--- src/rtl/addsub_pkg.sv ---
// Shared mode encodings and result record for the add/subtract pipeline.
// The record is sized for the widest legal instance; narrower instances use the low bits of out.
package addsub_pkg;

  localparam logic MODE_ADD = 1'b0;
  localparam logic MODE_SUB = 1'b1;

  localparam int RES_MAX_W = 32;

  typedef struct packed {
    logic [RES_MAX_W-1:0] out;
    logic                 cout;
    logic                 ovf;
  } addsub_res_t;

endpackage

--- src/rtl/addsub_stage.sv ---
// One valid/ready register stage: holds a single beat and passes it on when downstream takes it.
// The ready path is combinational so a chain of stages sustains one beat per cycle.
module addsub_stage
  import addsub_pkg::*;
#(
  parameter int DW = 10
) (
  input  logic          clk,
  input  logic          rst,
  input  logic          in_vld,
  output logic          in_rdy,
  input  logic [DW-1:0] in_data,
  output logic          out_vld,
  input  logic          out_rdy,
  output logic [DW-1:0] out_data
);

  logic          vld_q;
  logic          vld_d;
  logic [DW-1:0] data_q;
  logic [DW-1:0] data_d;

  // Load when empty, or when the held beat leaves in this same cycle.
  assign in_rdy = !vld_q || out_rdy;

  always_comb begin
    vld_d  = vld_q;
    data_d = data_q;
    if (in_rdy) begin
      vld_d = in_vld;
      if (in_vld) begin
        data_d = in_data;
      end
    end
  end

  always_ff @(posedge clk or negedge rst) begin
    if (!rst) begin
      vld_q  <= 1'b0;
      data_q <= '0;
    end else begin
      vld_q  <= vld_d;
      data_q <= data_d;
    end
  end

  assign out_vld  = vld_q;
  assign out_data = data_q;

endmodule

--- src/rtl/addsub_pipe.sv ---
// Pipelined add/subtract with carry/borrow, signed overflow and optional unsigned saturation.
// The result is formed combinationally at acceptance, then travels through STAGES valid/ready stages.
module addsub_pipe
  import addsub_pkg::*;
#(
  parameter int WIDTH  = 8,
  parameter int STAGES = 2,
  parameter int SAT    = 0
) (
  input  logic             clk,
  input  logic             rst,
  input  logic [WIDTH-1:0] in1,
  input  logic [WIDTH-1:0] in2,
  input  logic             mode,
  input  logic             in_valid,
  output logic             in_ready,
  output logic [WIDTH-1:0] out,
  output logic             cout,
  output logic             ovf,
  output logic             out_valid,
  input  logic             out_ready,
  output logic [15:0]      txn_count
);

  localparam int DW = WIDTH + 2;

  // Raw result: wrapped value, carry/borrow from bit WIDTH, signed overflow.
  function automatic addsub_res_t calc_raw(input logic [WIDTH-1:0] a,
                                           input logic [WIDTH-1:0] b,
                                           input logic             m);
    addsub_res_t r;
    logic [WIDTH:0] wide;
    r = '0;
    if (m == MODE_SUB) begin
      wide  = {1'b0, a} - {1'b0, b};
      r.ovf = (a[WIDTH-1] != b[WIDTH-1]) && (wide[WIDTH-1] != a[WIDTH-1]);
    end else begin
      wide  = {1'b0, a} + {1'b0, b};
      r.ovf = (a[WIDTH-1] == b[WIDTH-1]) && (wide[WIDTH-1] != a[WIDTH-1]);
    end
    r.out[WIDTH-1:0] = wide[WIDTH-1:0];
    r.cout           = wide[WIDTH];
    return r;
  endfunction

  // Unsigned clamp; flags still describe the unsaturated operation.
  function automatic addsub_res_t saturate(input addsub_res_t r, input logic m);
    addsub_res_t s;
    s = r;
    if ((SAT != 0) && r.cout) begin
      s.out[WIDTH-1:0] = (m == MODE_SUB) ? '0 : '1;
    end
    return s;
  endfunction

  function automatic logic [DW-1:0] form_beat(input logic [WIDTH-1:0] a,
                                              input logic [WIDTH-1:0] b,
                                              input logic             m);
    addsub_res_t s;
    s = saturate(calc_raw(a, b, m), m);
    return {s.out[WIDTH-1:0], s.cout, s.ovf};
  endfunction

  logic [DW-1:0] beat_p0;

  always_comb begin
    beat_p0 = form_beat(in1, in2, mode);
  end

  // Stage chain: stage 0 takes the freshly computed beat, the last stage drives the outputs.
  for (genvar i = 0; i < STAGES; i++) begin : g_stage
    logic          up_vld;
    logic          up_rdy;
    logic [DW-1:0] up_data;
    logic          dn_vld;
    logic          dn_rdy;
    logic [DW-1:0] dn_data;

    if (i == 0) begin : g_head
      assign up_vld  = in_valid;
      assign up_data = beat_p0;
    end else begin : g_link
      assign up_vld  = g_stage[i-1].dn_vld;
      assign up_data = g_stage[i-1].dn_data;
    end

    if (i == STAGES - 1) begin : g_tail
      assign dn_rdy = out_ready;
    end else begin : g_fwd
      assign dn_rdy = g_stage[i+1].up_rdy;
    end

    addsub_stage #(
      .DW(DW)
    ) u_stage (
      .clk     (clk),
      .rst     (rst),
      .in_vld  (up_vld),
      .in_rdy  (up_rdy),
      .in_data (up_data),
      .out_vld (dn_vld),
      .out_rdy (dn_rdy),
      .out_data(dn_data)
    );
  end

  // Stages are held empty during reset, but ready must also read low then.
  assign in_ready  = rst & g_stage[0].up_rdy;
  assign out_valid = g_stage[STAGES-1].dn_vld;
  assign out       = g_stage[STAGES-1].dn_data[DW-1:2];
  assign cout      = g_stage[STAGES-1].dn_data[1];
  assign ovf       = g_stage[STAGES-1].dn_data[0];

  logic [15:0] txn_q;
  logic [15:0] txn_d;

  always_comb begin
    txn_d = txn_q;
    if (out_valid && out_ready) begin
      txn_d = txn_q + 16'd1;
    end
  end

  always_ff @(posedge clk or negedge rst) begin
    if (!rst) begin
      txn_q <= '0;
    end else begin
      txn_q <= txn_d;
    end
  end

  assign txn_count = txn_q;

endmodule

--- config.mk ---
export PLATFORM = sky130hd
export DESIGN_NAME = addsub_pipe
export DESIGN_NICKNAME = d
export VERILOG_FILES = /design/src/rtl/addsub_pkg.sv /design/src/rtl/addsub_stage.sv /design/src/rtl/addsub_pipe.sv
export SDC_FILE = /design/constraint.sdc
export NUM_CORES = 1
export LEC_CHECK = 0
export BUFFER_PORTS_ARGS = -buffer_cell sky130_fd_sc_hd__buf_2
export CAP_MARGIN = 20
export CORE_AREA = 2 2 72 74
export CTS_BUF_LIST = sky130_fd_sc_hd__clkbuf_8
export CTS_CLUSTER_SIZE = 10
export DETAILED_ROUTE_END_ITERATION = 16
export DIE_AREA = 0 0 74 76
export PLACE_DENSITY = 0.72
export SYNTH_ARGS = -nofsm -noshare
export SYNTH_HDL_FRONTEND = slang
export SYNTH_SLANG_ARGS = --single-unit
--- constraint.sdc ---
create_clock -name clk -period 2.2 [get_ports clk]
set_input_delay 0.11 -clock clk [delete_from_list [all_inputs] [get_ports clk]]
set_output_delay 0.11 -clock clk [all_outputs]
set_load 0.01 [all_outputs]
After elaboration in Yosys (flattened, before gate mapping)
Cells that the tools add are included.

Add/sub/neg operators: 3. Equal/unequal tests: 4. Multiplexer cells: 2. Bitwise logic cells: 1. Reductions and logical operators: 9.

Operators with widths (count): 16-bit by 1-bit adder with 16-bit output, second input constant (1); 8-bit by 8-bit adder with 9-bit output (1); 9-bit two-way mux (1); 8-bit by 8-bit subtractor with 9-bit output (1); 2-bit AND reduction (2); 1-bit logical AND (3); 1-bit inequality test (3); 1-bit zero test (2); 1-bit logical OR (2); 1-bit AND (1); 1-bit == test (1); 1-bit two-way mux (1).

Register bits after elaboration: 38. Bits of input ports: 21. Output and inout port bits: 28.

Depth between registers and ports, before layout
Depth in word-level cells: 4. Gate-level depth with buffers: 8. Depth with buffers taken out: 8.

Cells and area by module
A second synthesis with hierarchy kept.

Cell total of the unflattened synthesis: 199. Area total of the unflattened synthesis: 2344.7 um^2.

Modules (own cells, without submodules): addsub_pipe (times used 1, cells an instance 151, area each 1413.9 um^2); addsub_stage (times used 2, cells an instance 24, area each 465.4 um^2).

Worst setup path before layout
No wires, ideal clock.

Path kind: input -> register. From: input in1[0]. To: register g_stage[0].u_stage.data_q[6]. Setup time: 69 ps. Arrival time: 1536 ps. Data required time: 2131 ps. Setup slack: 595 ps. Stages: 7. Cell sequence: ha_1 > fa_1 > nand2b_4 > a21oi_1 > or3_1 > a211o_1 > nand3_1.

Longest elaborated chain between the ends: 2. Elaborated cells between the ends (all ways): 3.

Ends and longest elaborated chain: start: declaration (RTL line addsub_pipe.sv:12) `input logic [WIDTH-1:0] in1,`; 8-bit by 8-bit adder with 9-bit output / 8-bit by 8-bit subtractor with 9-bit output (equally long branches) (RTL line addsub_pipe.sv:38, addsub_pipe.sv:35); 9-bit two-way mux (*) (RTL line addsub_pipe.sv:34) `if (m == MODE_SUB) begin`; end signal: assignment (RTL line addsub_stage.sv:43) `data_q <= data_d;`; end: declaration (RTL line addsub_stage.sv:20) `logic [DW-1:0] data_q;`.

Every way passes the cells marked *; elsewhere a longest branch is shown, timed or not. A chain may end at the register's enable or synchronous reset.

Final worst setup path
From: register g_stage[1].u_stage.vld_q. To: register g_stage[0].u_stage.data_q[1].

Longest elaborated chain between the ends: 4.

Ends and longest elaborated chain: start: declaration (RTL line addsub_stage.sv:18) `logic vld_q;`; start signal: assignment (RTL line addsub_stage.sv:42) `vld_q <= vld_d;`; 1-bit zero test (RTL line addsub_stage.sv:24) `assign in_rdy = !vld_q || out_rdy;`; 1-bit logical OR (2 in a row) (RTL line addsub_stage.sv:24); 2-bit AND reduction (no source line).

Every way passes these cells.

==> metrics.md <==
| Metric | Value |
|---|---|
| Warnings from Yosys | `0` |
| Internal power | `1400 uW` |
| Synthesized cell area | `2330 um2` |
| DP HPWL | `3600 um` |
| Pre-Repair DR Iteration Count | `4` |
| Final Cycle Share | `76.3%` |
| Sequential share of power | `46.8%` |
| Total negative slack | `0 ns` |
| FP Rows | `26` |
| Post-synth top flop | `dfrtp_1` |
| Total Wirelength | `4580 um` |
| Worst Tran Pin Value | `0.497 ns` |
| Startpoint type of the worst setup path | `flop` |
| Diode count | `0` |
| H-tree depth | `2` |
| TritonCTS Sinks | `38` |
| Cell taking the most area after synthesis | `dfrtp_1` |
| All-Layer GR Usage | `17.6%` |
| Global-route wire length before repair | `7910 um` |
| GPL Wtd Cong | `0.875` |
| Placed Area | `2660 um2` |
| Number of synthesized flops with an enable pin | `0` |
| Switching share of power | `32.2%` |
| Critical Path RT | `2.38 ns` |
| Post-Synthesis Net Count | `269` |
| Worst clock skew | `0.00531 ns` |
| Met3 WL | `195 um` |
| Count leader, synth | `dfrtp_1` |
| Met2 WL | `2240 um` |
| PwrDens | `746 nW/um2` |
| Postcts setup bufs | `0` |
| Placed cells | `345` |
| RSZ-0062 raised after global routing | `no` |
| ANT nets after route | `0` |
| Avg WL per Cell | `12.9 um` |
| Final min period | `1.68 ns` |
| CTS Buf Count | `5` |
| Status | `finished, final reports clean` |
| Die area | `5620 um2` |
| P_sw | `663 uW` |
| Yosys reg bits | `38` |
| Max-slew violation count | `0` |
| I/O Pins | `49` |
| DR top layer | `met4` |
| Worst setup margin | `0.522 ns` |
| CP Capture Type | `flop` |
| Hold crit path type | `in -> reg` |
| Skew-Pair Late Insertion Delay | `0.28 ns` |
| Top post-synthesis cells by area | `dfrtp_1 41%, ha_1 9.1%, mux2_2 5.3%` |
| Leak | `0.00136 uW` |
| Max clock buf depth | `2` |
| Share of layout cells above drive strength 1 | `25.7%` |
| Initial antenna violation count | `0` |
| Comb power frac | `30.3%` |
| Drt drc | `0` |
| Die Ht | `76 um` |
| CP Class | `reg -> reg` |
| Pin count of the biggest net entering global routing | `39` |
| Fill cells | `436` |
| Fin. Hold Viols | `0` |
| Placeable Area | `4910 um2` |
| Max Cap Viol | `0` |
| Crit Path Max Fanout | `15` |
| Share of the synthesized area in the top cell type | `40.8%` |
| Fin cells | `354` |
| Synth async-reset ratio | `100%` |
| Setup violators final | `0` |
| Gr ovfl total | `0` |
| Synth-to-Final Area Change | `18.3%` |
| CTS tree | `done` |
| Clock power frac | `22.9%` |
| Fmax | `596 MHz` |
| Number of buffers added on ports | `48` |
| Starting DRC count in detailed routing | `97` |
| Slew margin rel. | `66.0%` |
| VDD IR max | `0.000293 V` |
| Vias/cell | `5.27` |
| Synth cell types | `52` |
| Wl on met1 | `2050 um` |
| Final Power | `2060 uW` |
| Register area share after synthesis | `40.8%` |
| Fin nets | `323` |
| Post-Syn Instances | `229` |
| Post-route cell area | `2760 um2` |
| Clk slew on worst S/H paths | `0.07 ns` |
| Via Count | `1,866` |
| Die width | `74 um` |
| Starting Density | `47.5%` |
| Data arrival time of the worst path | `1.86 ns` |
| Post-synth top cells | `38 x dfrtp_1, 19 x nand2_1, 17 x ha_1` |
| Place WS | `0.329 ns` |
| Clk root buf | `clkbuf_8` |
| Mapped Avg Cell Area | `10.2 um2` |
| Vias in the first global route | `1,771` |
-- sequential cells by signal, summed over array words and instances (netlist names) --
| name | flops |
|---|---|
| g_stage.u_stage.out_data | 20 |
| g_stage.u_stage.out_vld | 2 |
| txn_count | 16 |
-- routing by layer --
metal | track usage, % | vias up
met1 | 22.6 | 872
met4 | 6.91 | 0
li1 | - | 928
met2 | 28.9 | 58
met3 | 3.31 | 8
met5 | 0 | -
-- critical path: stages (launching register included) --
cell      delay (ns)
dfrtp_1         0.43
nand3b_1        0.19
nand2_1         0.30
or4_1           0.57
o311ai_2        0.08
-- metrics by stage --
stage                     hold WS (ns)  util (%)
after global routing            0.0400      56.2
after CTS                       0.0338      56.2
final                           0.0385      56.2
after detailed placement         0.203      54.2
after floorplan                 -0.186         -
after global placement           0.196      54.2
-- logic make-up (layout without fill, tap and decap cells) --
logic type	Yosys count	in the layout	share of synthesized area, %
XOR/XNOR	17	17	6.38
adder cells (fa/ha/maj)	19	19	10.8
flip-flops	38	38	40.8
AO/OA/AOI/OAI	48	48	15.6
AND/OR/NAND/NOR	75	75	17.3
buffers and inverters	20	75	3.43
multiplexers	12	12	5.74
-- cell usage in the layout (no fill, tap or decap), types with 4 or more instances in the layout --
master / count
a21oi_1: 10
buf_2: 48
clkbuf_8: 6
dfrtp_1: 38
ha_1: 17
inv_1: 16
mux2_2: 11
nand2_1: 19
nand2b_1: 5
nand3_1: 6
nand4_1: 5
nor2_1: 12
nor2b_1: 5
nor3_1: 4
o21a_1: 6
o21ai_0: 8
xnor2_1: 11
xor2_1: 6
-- timing repair --
action,4_1_cts,5_1_grt
endpoints found under the setup margin,0,0
endpoints found under the hold margin,38,0
gates resized for setup,0,0
hold buffers,1,0
-- power by group through the flow --
stage | registers (uW) | logic [uW] | clock network (uW)
after detailed placement | 982 | 628 | 0
after CTS | 968 | 631 | 492
after global routing | 994 | 703 | 513
after global placement | 975 | 611 | 0
final | 965 | 624 | 472
after floorplan | 1020 | 344 | 0
-- final cells by class --
cell class	instances	area, um2	area share, %
clock buffer	6	82.6	2.99
clock inverter	2	8.76	0.317
inverter	15	56.3	2.04
multi-input combinational	171	1300	47.2
sequential	38	951	34.4
tap	70	87.6	3.17
timing repair buffer	52	273	9.88
-- path summary, 6_finish.rpt --
kind                                                 start                              to  slack [ns]  cells after the start
worst min register to register               txn_count[15]                   txn_count[15]        0.47                      1
worst max-delay path            g_stage[1].u_stage.out_vld  g_stage[0].u_stage.out_data[1]        0.52                      4
min in group asynchronous                              rst                    txn_count[2]        0.41                      3
worst min-delay path                              in_valid      g_stage[0].u_stage.out_vld        0.04                      2
worst max register to register  g_stage[1].u_stage.out_vld  g_stage[0].u_stage.out_data[1]        0.52                      4
max in group asynchronous                              rst  g_stage[0].u_stage.out_data[0]        1.46                      3
(Power assumes the default switching activity.)
